==> src/rtl/wordop_pkg.sv <==
// Shared types and helpers for the word-widen/XOR lane schedulers.
package wordop_pkg;

    typedef logic [7:0]  word_t;
    typedef logic [15:0] dword_t;

    typedef enum logic {
        EMPTY = 1'b0,
        FULL  = 1'b1
    } slot_state_e;

    // Default value loaded into the key register at reset
    localparam dword_t KEY_RST_DEF = 16'h0001;

    // Zero-extend a byte to 16 bits and XOR with the key (no carries, no sign)
    function automatic dword_t widen_xor(input word_t w, input dword_t k);
        return {8'h00, w} ^ k;
    endfunction

endpackage

==> src/rtl/rr_arbiter.sv <==
// Combinational round-robin arbiter: picks the first asserted request at or
// after ptr, wrapping modulo NREQ. Grant is one-hot or zero.
module rr_arbiter #(
    parameter  int NREQ  = 4,
    localparam int IDX_W = $clog2(NREQ)
) (
    input  logic [NREQ-1:0]  req,
    input  logic [IDX_W-1:0] ptr,
    output logic [NREQ-1:0]  grant,
    output logic [IDX_W-1:0] grant_idx,
    output logic             grant_any
);

    // Scan NREQ positions starting at ptr; first hit wins
    always_comb begin
        int j;
        j         = 0;
        grant     = '0;
        grant_idx = '0;
        grant_any = 1'b0;
        for (int k = 0; k < NREQ; k++) begin
            j = int'(ptr) + k;
            if (j >= NREQ) begin
                j = j - NREQ;
            end
            if (!grant_any && req[j]) begin
                grant[j]  = 1'b1;
                grant_idx = IDX_W'(j);
                grant_any = 1'b1;
            end
        end
    end

endmodule

==> src/rtl/wordop_rr_sched.sv <==
// Round-robin scheduler sharing one widen/XOR datapath among NREQ requesters.
// The result sits in a single output slot with a valid/ready handshake.
// Optional per-requester grant counters: define WORDOP_SCHED_STATS_EN.
module wordop_rr_sched
    import wordop_pkg::*;
#(
    parameter  int     NREQ    = 4,
    parameter  dword_t KEY_RST = KEY_RST_DEF,
    localparam int     IDX_W   = $clog2(NREQ)
) (
    input  logic              clk,
    input  logic              rst,
    input  logic [NREQ-1:0]   req_valid,
    input  logic [NREQ*8-1:0] req_data,
    output logic [NREQ-1:0]   req_ready,
    input  logic              cfg_we,
    input  logic [15:0]       cfg_key,
    output logic              out_valid,
    input  logic              out_ready,
    output logic [15:0]       out_data,
    output logic [IDX_W-1:0]  out_id,
    output logic              busy
`ifdef WORDOP_SCHED_STATS_EN
    ,
    input  logic              stats_clr,
    output logic [NREQ*16-1:0] grant_cnt
`endif
);

    slot_state_e      state_reg, state_next;
    logic [IDX_W-1:0] ptr_reg;
    dword_t           key_reg;
    dword_t           out_data_reg;
    logic [IDX_W-1:0] out_id_reg;

    logic             slot_free;
    logic [NREQ-1:0]  arb_req;
    logic [NREQ-1:0]  grant_vec;
    logic [IDX_W-1:0] grant_idx;
    logic             grant_any;
    word_t            req_word [NREQ];

    // Unpack the flat request bus into per-requester bytes
    for (genvar gi = 0; gi < NREQ; gi++) begin : g_unpack
        assign req_word[gi] = req_data[8*gi +: 8];
    end

    // Slot can take a new word when empty or being drained this cycle;
    // requests are masked while reset is held so nothing is offered then
    assign slot_free = (state_reg == EMPTY) || out_ready;
    assign arb_req   = (slot_free && rst) ? req_valid : '0;

    rr_arbiter #(.NREQ(NREQ)) u_arb (
        .req       (arb_req),
        .ptr       (ptr_reg),
        .grant     (grant_vec),
        .grant_idx (grant_idx),
        .grant_any (grant_any)
    );

    assign req_ready = grant_vec;
    assign busy      = out_valid || (|req_valid);
    assign out_data  = out_data_reg;
    assign out_id    = out_id_reg;

    // Output-slot state register
    always_ff @(posedge clk or negedge rst) begin
        if (!rst) begin
            state_reg <= EMPTY;
        end else begin
            state_reg <= state_next;
        end
    end

    // Next slot state: a grant refills the slot, a drain without grant empties it
    always_comb begin
        state_next = state_reg;
        if (grant_any) begin
            state_next = FULL;
        end else if (out_ready) begin
            state_next = EMPTY;
        end
    end

    // Slot occupancy drives the downstream valid
    always_comb begin
        out_valid = (state_reg == FULL);
    end

    // Result, tag and round-robin pointer update on each grant
    always_ff @(posedge clk or negedge rst) begin
        if (!rst) begin
            out_data_reg <= '0;
            out_id_reg   <= '0;
            ptr_reg      <= '0;
        end else if (grant_any) begin
            out_data_reg <= widen_xor(req_word[grant_idx], key_reg);
            out_id_reg   <= grant_idx;
            ptr_reg      <= (grant_idx == IDX_W'(NREQ - 1)) ? '0 : grant_idx + IDX_W'(1);
        end
    end

    // Key register; a same-cycle accept still sees the old key
    always_ff @(posedge clk or negedge rst) begin
        if (!rst) begin
            key_reg <= KEY_RST;
        end else if (cfg_we) begin
            key_reg <= cfg_key;
        end
    end

`ifdef WORDOP_SCHED_STATS_EN
    logic [15:0] cnt_reg [NREQ];

    for (genvar gi = 0; gi < NREQ; gi++) begin : g_stats
        // Saturating grant counter; clear takes priority over increment
        always_ff @(posedge clk or negedge rst) begin
            if (!rst) begin
                cnt_reg[gi] <= '0;
            end else if (stats_clr) begin
                cnt_reg[gi] <= '0;
            end else if (grant_vec[gi] && (cnt_reg[gi] != 16'hFFFF)) begin
                cnt_reg[gi] <= cnt_reg[gi] + 16'd1;
            end
        end
        assign grant_cnt[16*gi +: 16] = cnt_reg[gi];
    end
`endif

endmodule

==> config.mk <==
export PLATFORM = sky130hd
export DESIGN_NAME = wordop_rr_sched
export DESIGN_NICKNAME = d
export VERILOG_FILES = /design/src/rtl/wordop_pkg.sv /design/src/rtl/rr_arbiter.sv /design/src/rtl/wordop_rr_sched.sv
export SDC_FILE = /design/constraint.sdc
export NUM_CORES = 1
export LEC_CHECK = 0
export ABC_CLOCK_PERIOD_IN_PS = 3600
export BUFFER_PORTS_ARGS = -buffer_cell sky130_fd_sc_hd__clkbuf_2
export CAP_MARGIN = 25
export CORE_ASPECT_RATIO = 2
export CORE_MARGIN = 2
export CORE_UTILIZATION = 43
export CTS_CLUSTER_SIZE = 20
export DETAILED_ROUTE_END_ITERATION = 12
export GPL_TIMING_DRIVEN = 0
export PLACE_DENSITY = 0.7
export SLEW_MARGIN = 30
export SYNTH_ARGS = -nofsm -noshare
export SYNTH_HDL_FRONTEND = slang
export SYNTH_SLANG_ARGS = --single-unit
==> constraint.sdc <==
create_clock -name clk -period 3.6 [get_ports clk]
set_input_delay 0.72 -clock clk [delete_from_list [all_inputs] [get_ports clk]]
set_output_delay 0.72 -clock clk [all_outputs]
set_load 0.02 [all_outputs]
==> out/qor.txt <==
Clock latency reported for the late side of the worst-skew pair = 0.27 ns
Final hold violations = 0
Min Tclk post-route = 3.46 ns
Post-Syn Area per Cell = 9.95 µm²
Clk buf depth = 2
Most common flop cell mapped by yosys = dfrtp_1
Clock Power Share = 17.2%
Setup crit end kind = primary output
DIE WIDTH = 59.2 µm
Netlist cell types = 51
Worst slew pin tran = 0.893 ns
Initial Util = 43.9%
First-pass GRT wire length = 11900 µm
TritonCTS clock tree = done
Status = completed
Max FO, Critical Path = 11
Switching share of power = 43.7%
Reg power frac = 24.9%
Die span in y = 114 µm
Asr flop ratio synth = 100%
Layout cell share with drive strength beyond 1 = 39.0%
Worst vdd ir = 467 µV
Syn-to-layout area delta = 25.5%
Number of synthesized register bits = 37
Leak Pwr = 0.00148 µW
Final core occ = 55.1%
Final layout net count = 414
CP max-delay cell = mux4_2
Via count = 2472
Reported net switching power = 1050 µW
Pwr/cell area = 733 nW/µm²
Cts-stage hold buffer count = 0
Internal power = 1360 µW
Setup slack at placement = -0.277 ns
Period utilization = 96.1%
Initial antenna violation count = 0
MaxCap Viol Count = 0
Cell Area, Placed = 3090 µm²
RSZ-0062 raised after global routing = no
Reg area = 930 µm²
Routed wire length = 7440 µm
IO Pins = 80
Core ar. = 5960 µm²
# setup viols final = 0
Slowest Stage Delay on Critical Path = 0.55 ns
Cell family with most CP delay = buffers and inverters
Fillers = 562
Post-Syn Nets = 327
WHS = 0.458 ns
EDFF count, synth = 0
Multi-input logic area = 1600 µm²
Vias in the first global route = 2464
Critical Path Source Type = flop
Routed length per instance = 18.0 µm
Worst Setup Slack, final = 0.141 ns
Diodes inserted = 0
Synth Cell Area = 2620 µm²
Die footprint = 6770 µm²
Seq/Total Area, Yosys = 35.4%
Port bufs = 78
CP Data Arrival Time = 2.74 ns
HPWL after DPL = 5560 µm
Skew final = 0.00326 ns
Via/cell ratio = 5.97
Most frequent cells in the layout = clkbuf_2 (78), nand2_1 (37), dfrtp_1 (34)
Antenna-violating nets left = 0
Synthesized instance count = 263
Critical-path cell list = buf_6 -> clkinv_4 -> ha_1 -> buf_6 -> mux4_2 -> nor3b_2 -> a22o_1 -> a221o_1 -> clkbuf_2
Worst Path Required = 2.88 ns
Crit Path Category = flop to primary output
Largest net degree at the start of global routing = 43
DRC = 0
Clk root buf = clkbuf_16
Most common cell after layout, fill and taps aside = clkbuf_2
GRT overflow = 0
Buf/Inv on CP = 4
Yosys Warn Count = 0
CTS clk-pin slew, worst paths = 0.06 ns
Placer Congestion = 0.901
1st-pass router iterations = 4
Comb pwr share = 58.0%
CTS sink count = 37
CTS buffer count = 5
Max H-tree Level = 2
Slew HR = 40.0%
Slew Limit Fails = 0
Most used cell, CP = buf_6
DRT iter0 DRCs = 205
Site Rows = 40
Hold Crit Class = input port to asynchronous set/reset pin
Maximum clock rate = 0.289 GHz
Global Route Usage Sum = 23.0%
Design area = 3280 µm²
==> path summary, 6_finish.rpt <==
check / startpoint / to / slack [ns] / depth (start not counted)
setup / recovery: ptr_reg[0]$_DFFE_PN0P_ / req_ready[1] / 0.14 / 9
hold / removal: rst / out_data[2]$_DFFE_PN0P_ / 0.46 / 1
setup reg to reg: ptr_reg[0]$_DFFE_PN0P_ / out_data[7]$_DFFE_PN0P_ / 0.17 / 13
hold reg to reg: key_reg[8]$_DFFE_PN0P_ / out_data[8]$_DFFE_PN0P_ / 0.46 / 2
max in group asynchronous: rst / ptr_reg[0]$_DFFE_PN0P_ / 2.72 / 1
min in group clk: key_reg[8]$_DFFE_PN0P_ / out_data[8]$_DFFE_PN0P_ / 0.46 / 2
==> routing by layer <==
metal	global-route usage (%)	vias up	part of all wire (%)
li1	-	1186	-
met1	27.3	1185	40
met2	39.2	89	54
met3	2.71	12	4.6
met4	12.6	0	1.9
met5	0	-	0
==> metrics by stage <==
stage                     TNS [ns]  instances  total power, µW
after floorplan                  0        263             1580
after global placement       -2.52        404             1920
final                            0        414             2410
after CTS                        0        412             2400
after global routing             0        414             2570
after detailed placement     -2.51        404             1940
==> repair_timing <==
item                                    4_1_cts  5_1_grt
cloned                                        0        0
gates resized for setup                       9        3
buffers inserted                              0        2
endpoints found under the setup margin       12        8
==> Yosys cell counts (2+ instances only) <==
| master | n | share of area [%] |
|---|---|---|
| buf_6 | 3 | 1.3 |
| nand2b_1 | 2 | 0.48 |
| nand3_1 | 3 | 0.57 |
| clkbuf_1 | 11 | 1.6 |
| ha_1 | 8 | 3.8 |
| buf_1 | 2 | 0.29 |
| o211ai_1 | 28 | 8.0 |
| mux2_2 | 19 | 8.2 |
| a211oi_2 | 7 | 3.3 |
| a22o_1 | 4 | 1.3 |
| nor2_1 | 7 | 1.0 |
| xor2_1 | 7 | 2.3 |
| mux2i_1 | 5 | 1.9 |
| o21ai_1 | 8 | 1.5 |
| xnor2_1 | 2 | 0.67 |
| inv_1 | 2 | 0.29 |
| nor3_1 | 2 | 0.38 |
| nor2b_1 | 2 | 0.48 |
| nand2_1 | 37 | 5.3 |
| dfrtp_1 | 36 | 34 |
| a221o_1 | 19 | 7.3 |
| a21oi_1 | 16 | 3.1 |
| a211oi_1 | 2 | 0.57 |
| buf_2 | 3 | 0.57 |
| mux4_2 | 2 | 1.7 |
==> area by class of cell <==
cell class,count,area share (%)
flip-flops and latches,37,28.3
repair buffers,80,12.4
inverters,3,0.495
clock buffers,6,3.92
clock inverters,2,0.305
well taps,63,2.40
plain buffers,20,3.35
multi-input cells,203,48.8
==> kinds of logic after synthesis <==
family / share of synthesized area (%)
buf+inv: 4.45
simple gates: 11.5
compound gates: 29.5
xor+xnor: 3.01
flops: 35.4
mux: 12.2
fa+ha+maj: 3.82
==> power by group through the flow <==
stage | registers (µW) | logic (µW) | clock network, µW
final | 599 | 1400 | 413
after global routing | 615 | 1510 | 441
after CTS | 608 | 1360 | 425
after detailed placement | 611 | 1320 | 0
after global placement | 604 | 1310 | 0
after floorplan | 681 | 898 | 0
Note: power is estimated with default switching activity, not from simulation.
